<file path="config.mk">
export PLATFORM = sky130hd
export DESIGN_NAME = aska_npg_gen2_flat
export DESIGN_NICKNAME = d
export VERILOG_FILES = /design/src/rtl/aska_npg_gen2_if.sv /design/src/rtl/aska_npg_gen2.sv /design/src/flat_wrapper.sv
export SDC_FILE = /design/constraint.sdc
export NUM_CORES = 1
export LEC_CHECK = 0
export ABC_CLOCK_PERIOD_IN_PS = 5700
export CORE_MARGIN = 3
export CORE_UTILIZATION = 55
export CTS_BUF_LIST = sky130_fd_sc_hd__clkbuf_4 sky130_fd_sc_hd__clkbuf_8
export DETAILED_ROUTE_END_ITERATION = 16
export PLACE_DENSITY_LB_ADDON = 0.3
export SLEW_MARGIN = 10
export SYNTH_ARGS = -nofsm -noshare
export SYNTH_HDL_FRONTEND = slang
export SYNTH_SLANG_ARGS = --single-unit
</file>
<file path="constraint.sdc">
create_clock -name clk -period 5.7 [get_ports clk]
set_input_delay 1.14 -clock clk [delete_from_list [all_inputs] [get_ports clk]]
set_output_delay 1.14 -clock clk [all_outputs]
set_load 0.005 [all_outputs]
</file>
<file path="src/rtl/aska_npg_gen2_if.sv">
// Configuration and switch/DAC bundle between the SPI register block, the pulse generator and the H-bridge.
// ele_fault is present only when ASKA_NPG_OVERLAP_CHK_EN is defined.
interface aska_npg_gen2_if #(
  parameter int NELEC = 32,
  parameter int AMP_W = 6,
  parameter int PER_W = 12,
  parameter int PH_W  = 3,
  parameter int RF_W  = 10,
  parameter int ON_W  = 8,
  parameter int OFF_W = 10
);
  logic             enable;
  logic [AMP_W-1:0] amplitude;
  logic [PER_W-1:0] period;
  logic [PH_W-1:0]  phase_dur;
  logic [RF_W-1:0]  ramp_factor;
  logic [ON_W-1:0]  on_pulses;
  logic [OFF_W-1:0] off_pulses;
  logic [NELEC-1:0] ele_a;
  logic [NELEC-1:0] ele_b;
  logic [NELEC-1:0] up_switches;
  logic [NELEC-1:0] down_switches;
  logic [AMP_W-1:0] DAC;
  logic             pulse_active;
  logic             burst_on;
`ifdef ASKA_NPG_OVERLAP_CHK_EN
  logic             ele_fault;
`endif

  modport master (
    output enable, amplitude, period, phase_dur, ramp_factor, on_pulses, off_pulses, ele_a, ele_b,
    input  up_switches, down_switches, DAC, pulse_active, burst_on
`ifdef ASKA_NPG_OVERLAP_CHK_EN
    , input ele_fault
`endif
  );

  modport slave (
    input  enable, amplitude, period, phase_dur, ramp_factor, on_pulses, off_pulses, ele_a, ele_b,
    output up_switches, down_switches, DAC, pulse_active, burst_on
`ifdef ASKA_NPG_OVERLAP_CHK_EN
    , output ele_fault
`endif
  );
endinterface

</file>
<file path="src/rtl/aska_npg_gen2.sv">
// ASKA NPG gen2: charge-balanced biphasic pulses with interphase gap, amplitude ramp and ON/OFF bursts.
// Optional ASKA_NPG_OVERLAP_CHK_EN blanks electrode bits set in both masks and raises ele_fault.
module aska_npg_gen2 #(
  parameter int NELEC   = 32,
  parameter int AMP_W   = 6,
  parameter int PER_W   = 12,
  parameter int PH_W    = 3,
  parameter int PH_UNIT = 1,
  parameter int GAP_CYC = 1,
  parameter int RF_W    = 10,
  parameter int ON_W    = 8,
  parameter int OFF_W   = 10
) (
  input  logic           clk,
  input  logic           resetn,
  aska_npg_gen2_if.slave bus
);
  // state       | meaning
  // IDLE        | outputs quiet, waiting for enable with a usable config
  // BURST_START | one cycle: latch config, clear ramp accumulator and pulse count
  // PH1         | first phase, ele_a high side / ele_b low side
  // GAP         | interphase gap, switches open, pulse still active
  // PH2         | second phase, polarity swapped
  // WAIT        | rest of the pulse period
  // OFF         | silent periods between bursts
  typedef enum logic [2:0] {IDLE, BURST_START, PH1, GAP, PH2, WAIT, OFF} state_t;

  localparam int ACC_W = AMP_W + 4;
  localparam int SUM_W = ((ACC_W > RF_W) ? ACC_W : RF_W) + 1;
  localparam int PHL_W = PH_W + $clog2(PH_UNIT + 1);
  localparam int GAP_W = $clog2(GAP_CYC + 2);
  localparam logic [ACC_W-1:0] ACC_MAX  = '1;
  localparam logic [GAP_W-1:0] GAP_LOAD = GAP_W'((GAP_CYC > 0) ? GAP_CYC - 1 : 0);

  state_t state, state_nxt, after_pulse;

  logic [AMP_W-1:0] amp_r;
  logic [PER_W-1:0] period_r;
  logic [PH_W-1:0]  ph_r;
  logic [RF_W-1:0]  rf_r;
  logic [ON_W-1:0]  on_r;
  logic [OFF_W-1:0] off_r;
  logic [NELEC-1:0] ele_a_r, ele_b_r;

  logic [ACC_W-1:0] acc, acc_sat;
  logic [SUM_W-1:0] acc_sum;
  logic [AMP_W-1:0] level, level_nxt, ramp_lvl;
  logic [PER_W-1:0] per_cnt;
  logic [OFF_W-1:0] off_cnt;
  logic [ON_W-1:0]  pulse_cnt;
  logic [PHL_W-1:0] ph_cnt, ph_len;
  logic [GAP_W-1:0] gap_cnt;
  logic             stop_req;

  logic cfg_ok, per_tc, ph_tc, gap_tc, off_tc, burst_done;
  logic bs_entry, ph1_entry, ph2_entry, gap_entry, off_entry;

  logic [NELEC-1:0] up_nxt, dn_nxt;
  logic [AMP_W-1:0] dac_nxt;
  logic             pa_nxt, bo_nxt;

  assign cfg_ok     = bus.enable && (bus.period != '0) && (bus.phase_dur != '0) && (bus.amplitude != '0);
  assign ph_len     = PHL_W'(ph_r) * PHL_W'(PH_UNIT);
  assign per_tc     = (per_cnt >= period_r - 1'b1);
  assign ph_tc      = (ph_cnt == '0);
  assign gap_tc     = (gap_cnt == '0);
  assign off_tc     = (off_cnt == off_r - 1'b1);
  assign burst_done = (on_r != '0) && (pulse_cnt == on_r);

  assign bs_entry  = (state_nxt == BURST_START);
  assign ph1_entry = (state_nxt == PH1) && (state != PH1);
  assign ph2_entry = (state_nxt == PH2) && (state != PH2);
  assign gap_entry = (state_nxt == GAP) && (state != GAP);
  assign off_entry = (state_nxt == OFF) && (state != OFF);

  // Saturating Q.4 accumulator; ramp_factor of 0 means "full amplitude immediately".
  assign acc_sum   = SUM_W'(acc) + SUM_W'(rf_r);
  assign acc_sat   = (acc_sum > SUM_W'(ACC_MAX)) ? ACC_MAX : acc_sum[ACC_W-1:0];
  assign ramp_lvl  = acc_sat[ACC_W-1:4];
  assign level_nxt = !ph1_entry    ? level :
                     (rf_r == '0)  ? amp_r :
                     (ramp_lvl < amp_r) ? ramp_lvl : amp_r;

  always_ff @(posedge clk) begin
    if (!resetn) state <= IDLE;
    else         state <= state_nxt;
  end

  always_comb begin
    after_pulse = PH1;
    if (burst_done) begin
      if (off_r != '0) after_pulse = OFF;
      else if (cfg_ok) after_pulse = BURST_START;
      else             after_pulse = IDLE;
    end

    state_nxt = state;
    case (state)
      IDLE:        if (cfg_ok) state_nxt = BURST_START;
      BURST_START: state_nxt = bus.enable ? PH1 : IDLE;
      PH1:         if (ph_tc) state_nxt = (GAP_CYC == 0) ? PH2 : GAP;
      GAP:         if (gap_tc) state_nxt = PH2;
      PH2: begin
        // A pulse longer than the period chains straight into the next PH1.
        if (ph_tc) begin
          if (stop_req || !bus.enable) state_nxt = IDLE;
          else if (per_tc)             state_nxt = after_pulse;
          else                         state_nxt = WAIT;
        end
      end
      WAIT: begin
        if (!bus.enable)  state_nxt = IDLE;
        else if (per_tc)  state_nxt = after_pulse;
      end
      OFF: begin
        if (!bus.enable)          state_nxt = IDLE;
        else if (per_tc && off_tc) state_nxt = cfg_ok ? BURST_START : IDLE;
      end
      default: state_nxt = IDLE;
    endcase
  end

  always_comb begin
    up_nxt  = '0;
    dn_nxt  = '0;
    dac_nxt = '0;
    pa_nxt  = 1'b0;
    bo_nxt  = 1'b0;
    case (state_nxt)
      BURST_START, WAIT: bo_nxt = 1'b1;
      PH1: begin
        up_nxt  = ele_a_r;
        dn_nxt  = ele_b_r;
        dac_nxt = level_nxt;
        pa_nxt  = 1'b1;
        bo_nxt  = 1'b1;
      end
      GAP: begin
        pa_nxt = 1'b1;
        bo_nxt = 1'b1;
      end
      PH2: begin
        up_nxt  = ele_b_r;
        dn_nxt  = ele_a_r;
        dac_nxt = level;
        pa_nxt  = 1'b1;
        bo_nxt  = 1'b1;
      end
      default: ;
    endcase
  end

  always_ff @(posedge clk) begin
    if (!resetn) begin
      amp_r      <= '0;
      period_r   <= '0;
      ph_r       <= '0;
      rf_r       <= '0;
      on_r       <= '0;
      off_r      <= '0;
      ele_a_r    <= '0;
      ele_b_r    <= '0;
      acc        <= '0;
      level      <= '0;
      per_cnt    <= '0;
      off_cnt    <= '0;
      pulse_cnt  <= '0;
      ph_cnt     <= '0;
      gap_cnt    <= '0;
      stop_req   <= 1'b0;
`ifdef ASKA_NPG_OVERLAP_CHK_EN
      bus.ele_fault <= 1'b0;
`endif
    end else begin
      if (bs_entry) begin
        amp_r    <= bus.amplitude;
        period_r <= bus.period;
        ph_r     <= bus.phase_dur;
        rf_r     <= bus.ramp_factor;
        on_r     <= bus.on_pulses;
        off_r    <= bus.off_pulses;
`ifdef ASKA_NPG_OVERLAP_CHK_EN
        ele_a_r       <= bus.ele_a & ~bus.ele_b;
        ele_b_r       <= bus.ele_b & ~bus.ele_a;
        bus.ele_fault <= |(bus.ele_a & bus.ele_b);
`else
        ele_a_r  <= bus.ele_a;
        ele_b_r  <= bus.ele_b;
`endif
      end

      if (bs_entry)       acc <= '0;
      else if (ph1_entry) acc <= acc_sat;
      level <= level_nxt;

      if (bs_entry)       pulse_cnt <= '0;
      else if (ph1_entry) pulse_cnt <= pulse_cnt + 1'b1;

      if (ph1_entry || off_entry || (state == OFF && per_tc)) per_cnt <= '0;
      else if (state != IDLE && state != BURST_START)        per_cnt <= per_cnt + 1'b1;

      if (off_entry)                  off_cnt <= '0;
      else if (state == OFF && per_tc) off_cnt <= off_cnt + 1'b1;

      if (ph1_entry || ph2_entry) ph_cnt <= ph_len - 1'b1;
      else if (!ph_tc)            ph_cnt <= ph_cnt - 1'b1;

      if (gap_entry)    gap_cnt <= GAP_LOAD;
      else if (!gap_tc) gap_cnt <= gap_cnt - 1'b1;

      if (state_nxt == IDLE)                                      stop_req <= 1'b0;
      else if ((state == PH1 || state == GAP) && !bus.enable)     stop_req <= 1'b1;
    end
  end

  always_ff @(posedge clk) begin
    if (!resetn) begin
      bus.up_switches   <= '0;
      bus.down_switches <= '0;
      bus.DAC           <= '0;
      bus.pulse_active  <= 1'b0;
      bus.burst_on      <= 1'b0;
    end else begin
      bus.up_switches   <= up_nxt;
      bus.down_switches <= dn_nxt;
      bus.DAC           <= dac_nxt;
      bus.pulse_active  <= pa_nxt;
      bus.burst_on      <= bo_nxt;
    end
  end
endmodule

</file>
<file path="src/flat_wrapper.sv">
// flat-port wrapper written by rule: the top's interface ports become plain ports
module aska_npg_gen2_flat 
#(
  parameter int NELEC   = 32,
  parameter int AMP_W   = 6,
  parameter int PER_W   = 12,
  parameter int PH_W    = 3,
  parameter int PH_UNIT = 1,
  parameter int GAP_CYC = 1,
  parameter int RF_W    = 10,
  parameter int ON_W    = 8,
  parameter int OFF_W   = 10
)
  (clk, resetn, bus_enable, bus_amplitude, bus_period, bus_phase_dur, bus_ramp_factor, bus_on_pulses, bus_off_pulses, bus_ele_a, bus_ele_b, bus_up_switches, bus_down_switches, bus_DAC, bus_pulse_active, bus_burst_on);
  aska_npg_gen2_if #(.NELEC(NELEC), .AMP_W(AMP_W), .PER_W(PER_W), .PH_W(PH_W), .RF_W(RF_W), .ON_W(ON_W), .OFF_W(OFF_W)) bus_i ();
  input  logic clk;
  input  logic resetn;
  input wire logic [$bits(bus_i.enable)-1:0] bus_enable;
  input wire logic [$bits(bus_i.amplitude)-1:0] bus_amplitude;
  input wire logic [$bits(bus_i.period)-1:0] bus_period;
  input wire logic [$bits(bus_i.phase_dur)-1:0] bus_phase_dur;
  input wire logic [$bits(bus_i.ramp_factor)-1:0] bus_ramp_factor;
  input wire logic [$bits(bus_i.on_pulses)-1:0] bus_on_pulses;
  input wire logic [$bits(bus_i.off_pulses)-1:0] bus_off_pulses;
  input wire logic [$bits(bus_i.ele_a)-1:0] bus_ele_a;
  input wire logic [$bits(bus_i.ele_b)-1:0] bus_ele_b;
  output wire logic [$bits(bus_i.up_switches)-1:0] bus_up_switches;
  output wire logic [$bits(bus_i.down_switches)-1:0] bus_down_switches;
  output wire logic [$bits(bus_i.DAC)-1:0] bus_DAC;
  output wire logic [$bits(bus_i.pulse_active)-1:0] bus_pulse_active;
  output wire logic [$bits(bus_i.burst_on)-1:0] bus_burst_on;
  assign bus_i.enable = bus_enable;
  assign bus_i.amplitude = bus_amplitude;
  assign bus_i.period = bus_period;
  assign bus_i.phase_dur = bus_phase_dur;
  assign bus_i.ramp_factor = bus_ramp_factor;
  assign bus_i.on_pulses = bus_on_pulses;
  assign bus_i.off_pulses = bus_off_pulses;
  assign bus_i.ele_a = bus_ele_a;
  assign bus_i.ele_b = bus_ele_b;
  assign bus_up_switches = bus_i.up_switches;
  assign bus_down_switches = bus_i.down_switches;
  assign bus_DAC = bus_i.DAC;
  assign bus_pulse_active = bus_i.pulse_active;
  assign bus_burst_on = bus_i.burst_on;
  aska_npg_gen2 #(.NELEC(NELEC), .AMP_W(AMP_W), .PER_W(PER_W), .PH_W(PH_W), .PH_UNIT(PH_UNIT), .GAP_CYC(GAP_CYC), .RF_W(RF_W), .ON_W(ON_W), .OFF_W(OFF_W)) u_core (.clk(clk), .resetn(resetn), .bus(bus_i));
endmodule
</file>
# ---- Yosys cells after proc, flatten, opt, wreduce, memory -nomap -nowiden
# Index checks and enable logic that the tools add are counted.
dict set report op_classes {
  reduce_logical 36
  addsub 9
  n_lt_le_gt_ge 3
  muxes 26
  bitwise 1
  n_eq_ne 20
}
# cell count
set op_table {}
lappend op_table {{$pmux W32 S2} 2}
lappend op_table {{$mux W3} 12}
lappend op_table {{$pmux W3 S7} 1}
lappend op_table {{$eq A3 B3 Y1 const B} 6}
lappend op_table {{$mux W6} 3}
lappend op_table {{$add A12 B1 Y12 const B} 1}
lappend op_table {{$eq A3 B2 Y1 const B} 4}
lappend op_table {{$ge A12 B12 Y1} 1}
lappend op_table {{$logic_and A1 B1 Y1} 12}
lappend op_table {{$pmux W6 S2} 1}
lappend op_table {{$reduce_bool A12 Y1} 1}
lappend op_table {{$sub A12 B1 Y12 const B} 1}
lappend op_table {{$add A10 B10 Y11} 1}
lappend op_table {{$gt A11 B10 Y1 const B} 1}
lappend op_table {{$add A10 B1 Y10 const B} 1}
lappend op_table {{$eq A10 B10 Y1} 1}
lappend op_table {{$logic_not A10 Y1} 1}
lappend op_table {{$mux W10} 1}
lappend op_table {{$reduce_bool A10 Y1} 1}
lappend op_table {{$reduce_or A2 Y1} 5}
lappend op_table {{$sub A10 B1 Y10 const B} 1}
lappend op_table {{$add A8 B1 Y8 const B} 1}
lappend op_table {{$eq A8 B8 Y1} 1}
lappend op_table {{$mux W4} 2}
lappend op_table {{other kinds (22)} 33}
dict set report totals {
  output_inout_bits 72
  register_bits 241
  input_bits 116
}

# ---- Longest topological paths before layout
dict set report depth {
  word_depth 16
  ltp_mapped 18
}

# ---- Worst setup path after synthesis
# No wires, ideal clock.
dict set report synth_timing {
  path_kind {register to register}
  from {reg u_core.rf_r[0]}
  to {reg u_core.bus.DAC[2]}
  period_less_slack_ns 4.075
  stages_incl_launch_ff 19
  t_arrival_ns 3.946
  setup_time_ns 0.129
  n_path_buf 1
  setup_slack_ns 1.625
  cell_sequence {dfxtp_1 -> ha_1 -> inv_1 -> fa_1 -> nor2b_1 -> o2111ai_1 -> a31o_2 -> and2_1 -> clkbuf_1 -> o21ai_0 -> ha_1 -> a21o_1 -> a21o_1 -> a221oi_1 -> nand3b_1 -> o21ai_0 -> mux2_2 -> nand3_1 -> o31ai_1}
}
dict set report synth_via {
  elab_chain_cells 8
}
# element line_no
set synth_lines {}
lappend synth_lines {{start, declared} aska_npg_gen2.sv:40} ;# logic [RF_W-1:0] rf_r;
lappend synth_lines {{start signal, assigned} aska_npg_gen2.sv:179} ;# rf_r <= bus.ramp_factor;
lappend synth_lines {{$add A10 B10 Y11 *} aska_npg_gen2.sv:77} ;# assign acc_sum = SUM_W'(acc) + SUM_W'(rf_r);
lappend synth_lines {{$gt A11 B10 Y1} aska_npg_gen2.sv:78} ;# assign acc_sat = (acc_sum > SUM_W'(ACC_MAX)) ? ACC_MAX : acc_sum[ACC_W-1:0];
lappend synth_lines {{$mux W10 *} aska_npg_gen2.sv:78}
lappend synth_lines {{named net u_core.acc_sat[7]} aska_npg_gen2.sv:45} ;# logic [ACC_W-1:0] acc, acc_sat;
lappend synth_lines {{$lt A6 B6 Y1 *} aska_npg_gen2.sv:82} ;# (ramp_lvl < amp_r) ? ramp_lvl : amp_r;
lappend synth_lines {{$mux W6 *} aska_npg_gen2.sv:82}
lappend synth_lines {{$mux W6 *} aska_npg_gen2.sv:81} ;# (rf_r == '0) ? amp_r :
lappend synth_lines {{$mux W6 *} aska_npg_gen2.sv:80} ;# assign level_nxt = !ph1_entry ? level :
lappend synth_lines {{$pmux W6 S2 *} aska_npg_gen2.sv:129} ;# case (state_nxt)
lappend synth_lines {{end signal, assigned} aska_npg_gen2.sv:226} ;# bus.DAC <= dac_nxt;
lappend synth_lines {{end, declared} aska_npg_gen2_if.sv:40} ;# output up_switches, down_switches, DAC, pulse_active, burst_on
# Mark *: on every way through the listed nets, which the timed path passes. The rest lies on a longest branch.
# A chain may end at the register's enable or synchronous reset.

# ---- Final worst setup path
dict set report layout_timing {
  from {reg u_core.acc[1]}
  to {reg u_core.bus.DAC[4]}
}
dict set report layout_via {
  elab_chain_cells 8
}
# element line_no
set layout_lines {}
lappend layout_lines {{start, declared} aska_npg_gen2.sv:45}
lappend layout_lines {{start signal, assigned} aska_npg_gen2.sv:193} ;# else if (ph1_entry) acc <= acc_sat;
lappend layout_lines {{$add A10 B10 Y11 *} aska_npg_gen2.sv:77}
lappend layout_lines {{$gt A11 B10 Y1} aska_npg_gen2.sv:78}
lappend layout_lines {{$mux W10 *} aska_npg_gen2.sv:78}
lappend layout_lines {{named net u_core.acc_sat[7]} aska_npg_gen2.sv:45}
lappend layout_lines {{$lt A6 B6 Y1 *} aska_npg_gen2.sv:82}
lappend layout_lines {{$mux W6 *} aska_npg_gen2.sv:82}
lappend layout_lines {{$mux W6 *} aska_npg_gen2.sv:81}
lappend layout_lines {{$mux W6 *} aska_npg_gen2.sv:80}
lappend layout_lines {{$pmux W6 S2 *} aska_npg_gen2.sv:129}
# Marks and branches as above.

==> Implementation_results.wiki <==
{| class="wikitable"
! Metric !! Value
|-
| Overall routed net length || between 20000 and 30000 um
|-
| Via count of the first global-routing pass || roughly 10000
|-
| Y dimension of the die || 148 um
|-
| Element type at the critical path end || register
|-
| Post-layout nets || 1593
|-
| Maximum count of clock buffers along a single path || 3
|-
| Synthesized flop and latch total || 241
|-
| Max incr delay on CP || approximately 0.8 ns
|-
| Static power due to leakage || 4.99 nW
|-
| Iteration-0 DRC count of the detailed router || about 710
|-
| Filler instances || between 1500 and 2000
|-
| Global-route wire length before repair || around 47000 um
|-
| Clock network power share || approximately 33%
|-
| Most frequent cell after synthesis || sky130_fd_sc_hd__dfxtp_1
|-
| Final number of hold-violating endpoints || 0
|-
| I/O pin count || approximately 190
|-
| Series of cell instances along the critical path || ha_1 > a21oi_1 > o211ai_1 > a2111oi_0 > nor3b_1 > o21ai_0 > ha_1 > a21o_1 > a21o_1 > a221oi_1 > nand3b_1 > o21ai_0 > mux2_2 > nand3_1 > o31ai_1
|-
| Post-CTS repair timing setup buffer count || 0
|-
| Count of placed standard cells including taps || 1663
|-
| Worst Hold Launch || u_core.level[0]
|-
| Slew of the pin with the lowest slew margin || between 0.9 and 1 ns
|-
| Max Freq || 204 MHz
|-
| Synthesized area per cell || 8.49 um2
|-
| Data arrival time of the critical path || around 5.3 ns
|-
| Fin crit share || between 80% and 90%
|-
| Antenna violations before repair || 0
|-
| Data required time at the worst endpoint || around 6.1 ns
|-
| Routed length per placed instance || between 15 and 20 um
|-
| Top area cells in the synthesized netlist || sky130_fd_sc_hd__dfxtp_1, sky130_fd_sc_hd__a21oi_1, sky130_fd_sc_hd__nand3_1, sky130_fd_sc_hd__o21ai_0, sky130_fd_sc_hd__a32oi_1
|-
| Worst-case register-to-register setup slack || ~0.8 ns
|-
| Hold-fix buffers, CTS || 0
|-
| Die outline width || 148 um
|-
| Non-filler instance count after layout || between 1500 and 2000
|-
| Post-synthesis instance area || roughly 0.011 mm2
|-
| DR vias/cell || 5.94
|-
| TNS Setup || 0 ns
|-
| Status || complete, no violations
|-
| Count of cells along the worst hold path || 2
|-
| Switch share || approximately 33%
|-
| Core footprint || ~0.020 mm2
|-
| Cell Area, Placed || between 0.01 and 0.015 mm2
|-
| Share of total power in combinational logic || 26.5%
|-
| Proportion of netlist area held by the largest area contributor || a little over two fifths
|-
| TritonCTS clock tree || done
|-
| Area of the die || between 0.02 and 0.025 mm2
|-
| Number of input and output port buffers inserted || approximately 190
|-
| Routability cong. || about 0.91
|-
| Root buffer cell || sky130_fd_sc_hd__clkbuf_8
|-
| Number of enable flip-flop cells after synthesis || 0
|-
| Synthesized instance count || between 1000 and 1500
|-
| Final worst path period need || 4.90 ns
|-
| Max-slew violation count || 0
|-
| Gr usage total || between 20% and 30%
|-
| Count of unresolved DRC violations after routing || 0
|-
| HPWL Detailed || about 19000 um
|-
| Synthesis warning total || 0
|-
| Setup Skew || 0.0240 ns
|-
| Top fanout value on the critical path || 7
|-
| Starting density of the core || between 50% and 60%
|-
| Number of distinct library cells after synthesis || 72
|-
| R2R Path End || u_core.bus.DAC[4]
|-
| Leftover overflow at the end of global routing || 0
|-
| Most frequently used flop master after synthesis || sky130_fd_sc_hd__dfxtp_1
|-
| Unrepaired setup endpoints after global routing || no
|-
| Pin count of the biggest net entering global routing || between 100 and 150
|-
| Area growth from synthesis to layout || 25.0%
|-
| Worst-case hold path end point || u_core.level[0]
|-
| Clock latency reported for the late side of the worst-skew pair || between 0.5 and 0.6 ns
|-
| Sequential fraction of design power || just over 40%
|-
| Maximum capacitance violations || 0
|-
| Top cells by instance count after synthesis || sky130_fd_sc_hd__dfxtp_1, sky130_fd_sc_hd__a21oi_1, sky130_fd_sc_hd__nand3_1
|-
| CTS sink count || 241
|-
| Antenna Violating Nets Remaining || 0
|-
| Post-Route Hold Slack || around 0.46 ns
|-
| Via count || slightly above 10000
|-
| Reg2Reg Depth || 15
|-
| Standard-cell row count || 51
|-
| Combined area of the multi-input logic cells || between 0.005 and 0.006 mm2
|-
| Slowest library cell on the worst path || sky130_fd_sc_hd__a2111oi_0
|-
| H-tree Lvls || 2
|-
| Post-route cell area || roughly 0.014 mm2
|-
| Antenna fix cells || 0
|-
| Net count after synthesis || approximately 1500
|-
| CTS Buf Count || around 40
|-
| Share of cells above drive strength 1 || 7.69%
|-
| Peak VDD IR || approximately 0.20 mV
|-
| Max-slew headroom || about a third
|-
| Power density over cell area || 351 mW/mm2
|-
| Number of detailed-route iterations in the first pass || 5
|-
| Post-CTS resize count || 0
|-
| Area leader, netlist || sky130_fd_sc_hd__dfxtp_1
|-
| Switch Pwr || between 1.5 and 2 mW
|-
| R2r startpoint || u_core.acc[1]
|-
| Total of endpoints with negative setup slack in the final report || 0
|-
| Async set-or-reset flop fraction in the synthesized netlist || 0%
|-
| Seq/Total Area, Yosys || between 40% and 50%
|-
| Start-to-end type of the worst setup path || reg -> reg
|-
| Worst Hold Class || reg -> reg
|-
| Element type at the critical path start || register
|-
| Flip-flop and latch area || 0.00482 mm2
|-
| Clock transition at the registers of the reported paths || approximately 0.060 ns
|-
| Internal power component || about 3.3 mW
|}
[power groups by stage]
stage | logic [mW] | clock network, mW | registers [mW]
after global placement | 1.23 | 0 | 1.99
after detailed placement | 1.27 | 0 | 2.00
after global routing | 1.42 | 1.71 | 1.99
after floorplan | 0.940 | 0 | 1.96
after CTS | 1.28 | 1.63 | 1.96
final | 1.28 | 1.60 | 1.97
[cell families (layout without fill, tap and decap cells)]
kind of cell | Yosys count | after routing | synth area share [%]
XOR/XNOR | 58 | 58 | 4.72
buffers and inverters | 145 | 311 | 5.57
multiplexers | 12 | 12 | 1.14
adder cells (fa/ha/maj) | 36 | 36 | 4.14
AO/OA/AOI/OAI | 404 | 404 | 23.1
flip-flops | 241 | 241 | 43.6
AND/OR/NAND/NOR | 407 | 407 | 17.7
[stage by stage]
stage,total power [mW],util [%],worst slack [ns]
2_1_floorplan,2.90,-,1.63
3_3_place_gp,3.22,66.2,1.21
3_5_place_dp,3.27,66.2,0.940
4_1_cts,4.87,70.5,0.862
5_1_grt,5.12,70.5,0.494
6_report,4.85,70.5,0.801
[worst max path at each step]
stage                         from           endpoint  cells after the start
finish               u_core.acc[1]  u_core.bus.DAC[4]                     15
global route        u_core.rf_r[1]    u_core.level[4]                     15
CTS                  u_core.acc[1]  u_core.bus.DAC[4]                     15
detailed placement   u_core.acc[1]  u_core.bus.DAC[3]                     15
global placement     u_core.acc[3]  u_core.bus.DAC[3]                     14
floorplan           u_core.rf_r[0]  u_core.bus.DAC[2]                     18
[registers in the layout (all words and copies together), names as in the netlist, 2 cells and up]
signal,count
u_core.bus.down_switches,32
u_core.bus.up_switches,32
u_core.ele_a_r,32
u_core.ele_b_r,32
u_core.per_cnt,12
u_core.period_r,12
u_core.acc,10
u_core.off_cnt,10
u_core.off_r,10
u_core.rf_r,10
u_core.on_r,8
u_core.pulse_cnt,8
u_core.amp_r,6
u_core.bus.DAC,6
u_core.level,6
u_core.ph_cnt,4
u_core.ph_r,3
u_core.state,3
u_core.gap_cnt,2
[critical path: cells and delay by family, from the launching register on]
kind	cells	cell delay, ns
AO/OA/AOI/OAI	9	3.05
adder cells (fa/ha/maj)	2	0.63
multiplexers	1	0.43
flip-flops	1	0.33
AND/OR/NAND/NOR	3	0.32
[placed cells by master (no fill, tap or decap), types with 4 or more instances in the layout]
cell	count
sky130_fd_sc_hd__a21o_1	8
sky130_fd_sc_hd__o211ai_1	6
sky130_fd_sc_hd__a32oi_1	65
sky130_fd_sc_hd__nor2b_1	6
sky130_fd_sc_hd__o31ai_1	6
sky130_fd_sc_hd__clkbuf_8	51
sky130_fd_sc_hd__and2_1	6
sky130_fd_sc_hd__and3_1	6
sky130_fd_sc_hd__a21oi_1	139
sky130_fd_sc_hd__o21ai_0	127
sky130_fd_sc_hd__a2111oi_0	4
sky130_fd_sc_hd__or3_1	8
sky130_fd_sc_hd__or4_1	4
sky130_fd_sc_hd__clkdlybuf4s50_1	187
sky130_fd_sc_hd__a311oi_1	5
sky130_fd_sc_hd__nand2_1	44
sky130_fd_sc_hd__inv_1	36
sky130_fd_sc_hd__nand4_1	8
sky130_fd_sc_hd__xnor2_1	28
sky130_fd_sc_hd__buf_4	14
sky130_fd_sc_hd__nand2b_1	6
sky130_fd_sc_hd__a31oi_1	5
sky130_fd_sc_hd__mux2_2	5
sky130_fd_sc_hd__nand3_1	133
sky130_fd_sc_hd__nor3_1	22
sky130_fd_sc_hd__clkinv_2	8
sky130_fd_sc_hd__nor4_1	16
sky130_fd_sc_hd__mux2i_1	7
sky130_fd_sc_hd__nor2_1	132
sky130_fd_sc_hd__xor2_1	29
sky130_fd_sc_hd__ha_1	35
sky130_fd_sc_hd__clkbuf_4	8
sky130_fd_sc_hd__o2111ai_1	4
sky130_fd_sc_hd__dfxtp_1	241
[metal layers]
layer	global-route usage, %	part of all wire (%)
met5	0	0
met4	12.1	4.0
met3	4.05	6.0
met2	41.8	48
met1	33.5	42
[area by class of cell]
| cell class | instances | share of cell area [%] |
|---|---|---|
| clock inverters | 12 | 0.688 |
| clock buffers | 59 | 5.51 |
| inverters | 37 | 1.04 |
| flip-flops and latches | 241 | 34.9 |
| well taps | 265 | 2.40 |
| multi-input cells | 917 | 40.8 |
| repair buffers | 203 | 14.6 |
Note: power is estimated with default switching activity, not from simulation.
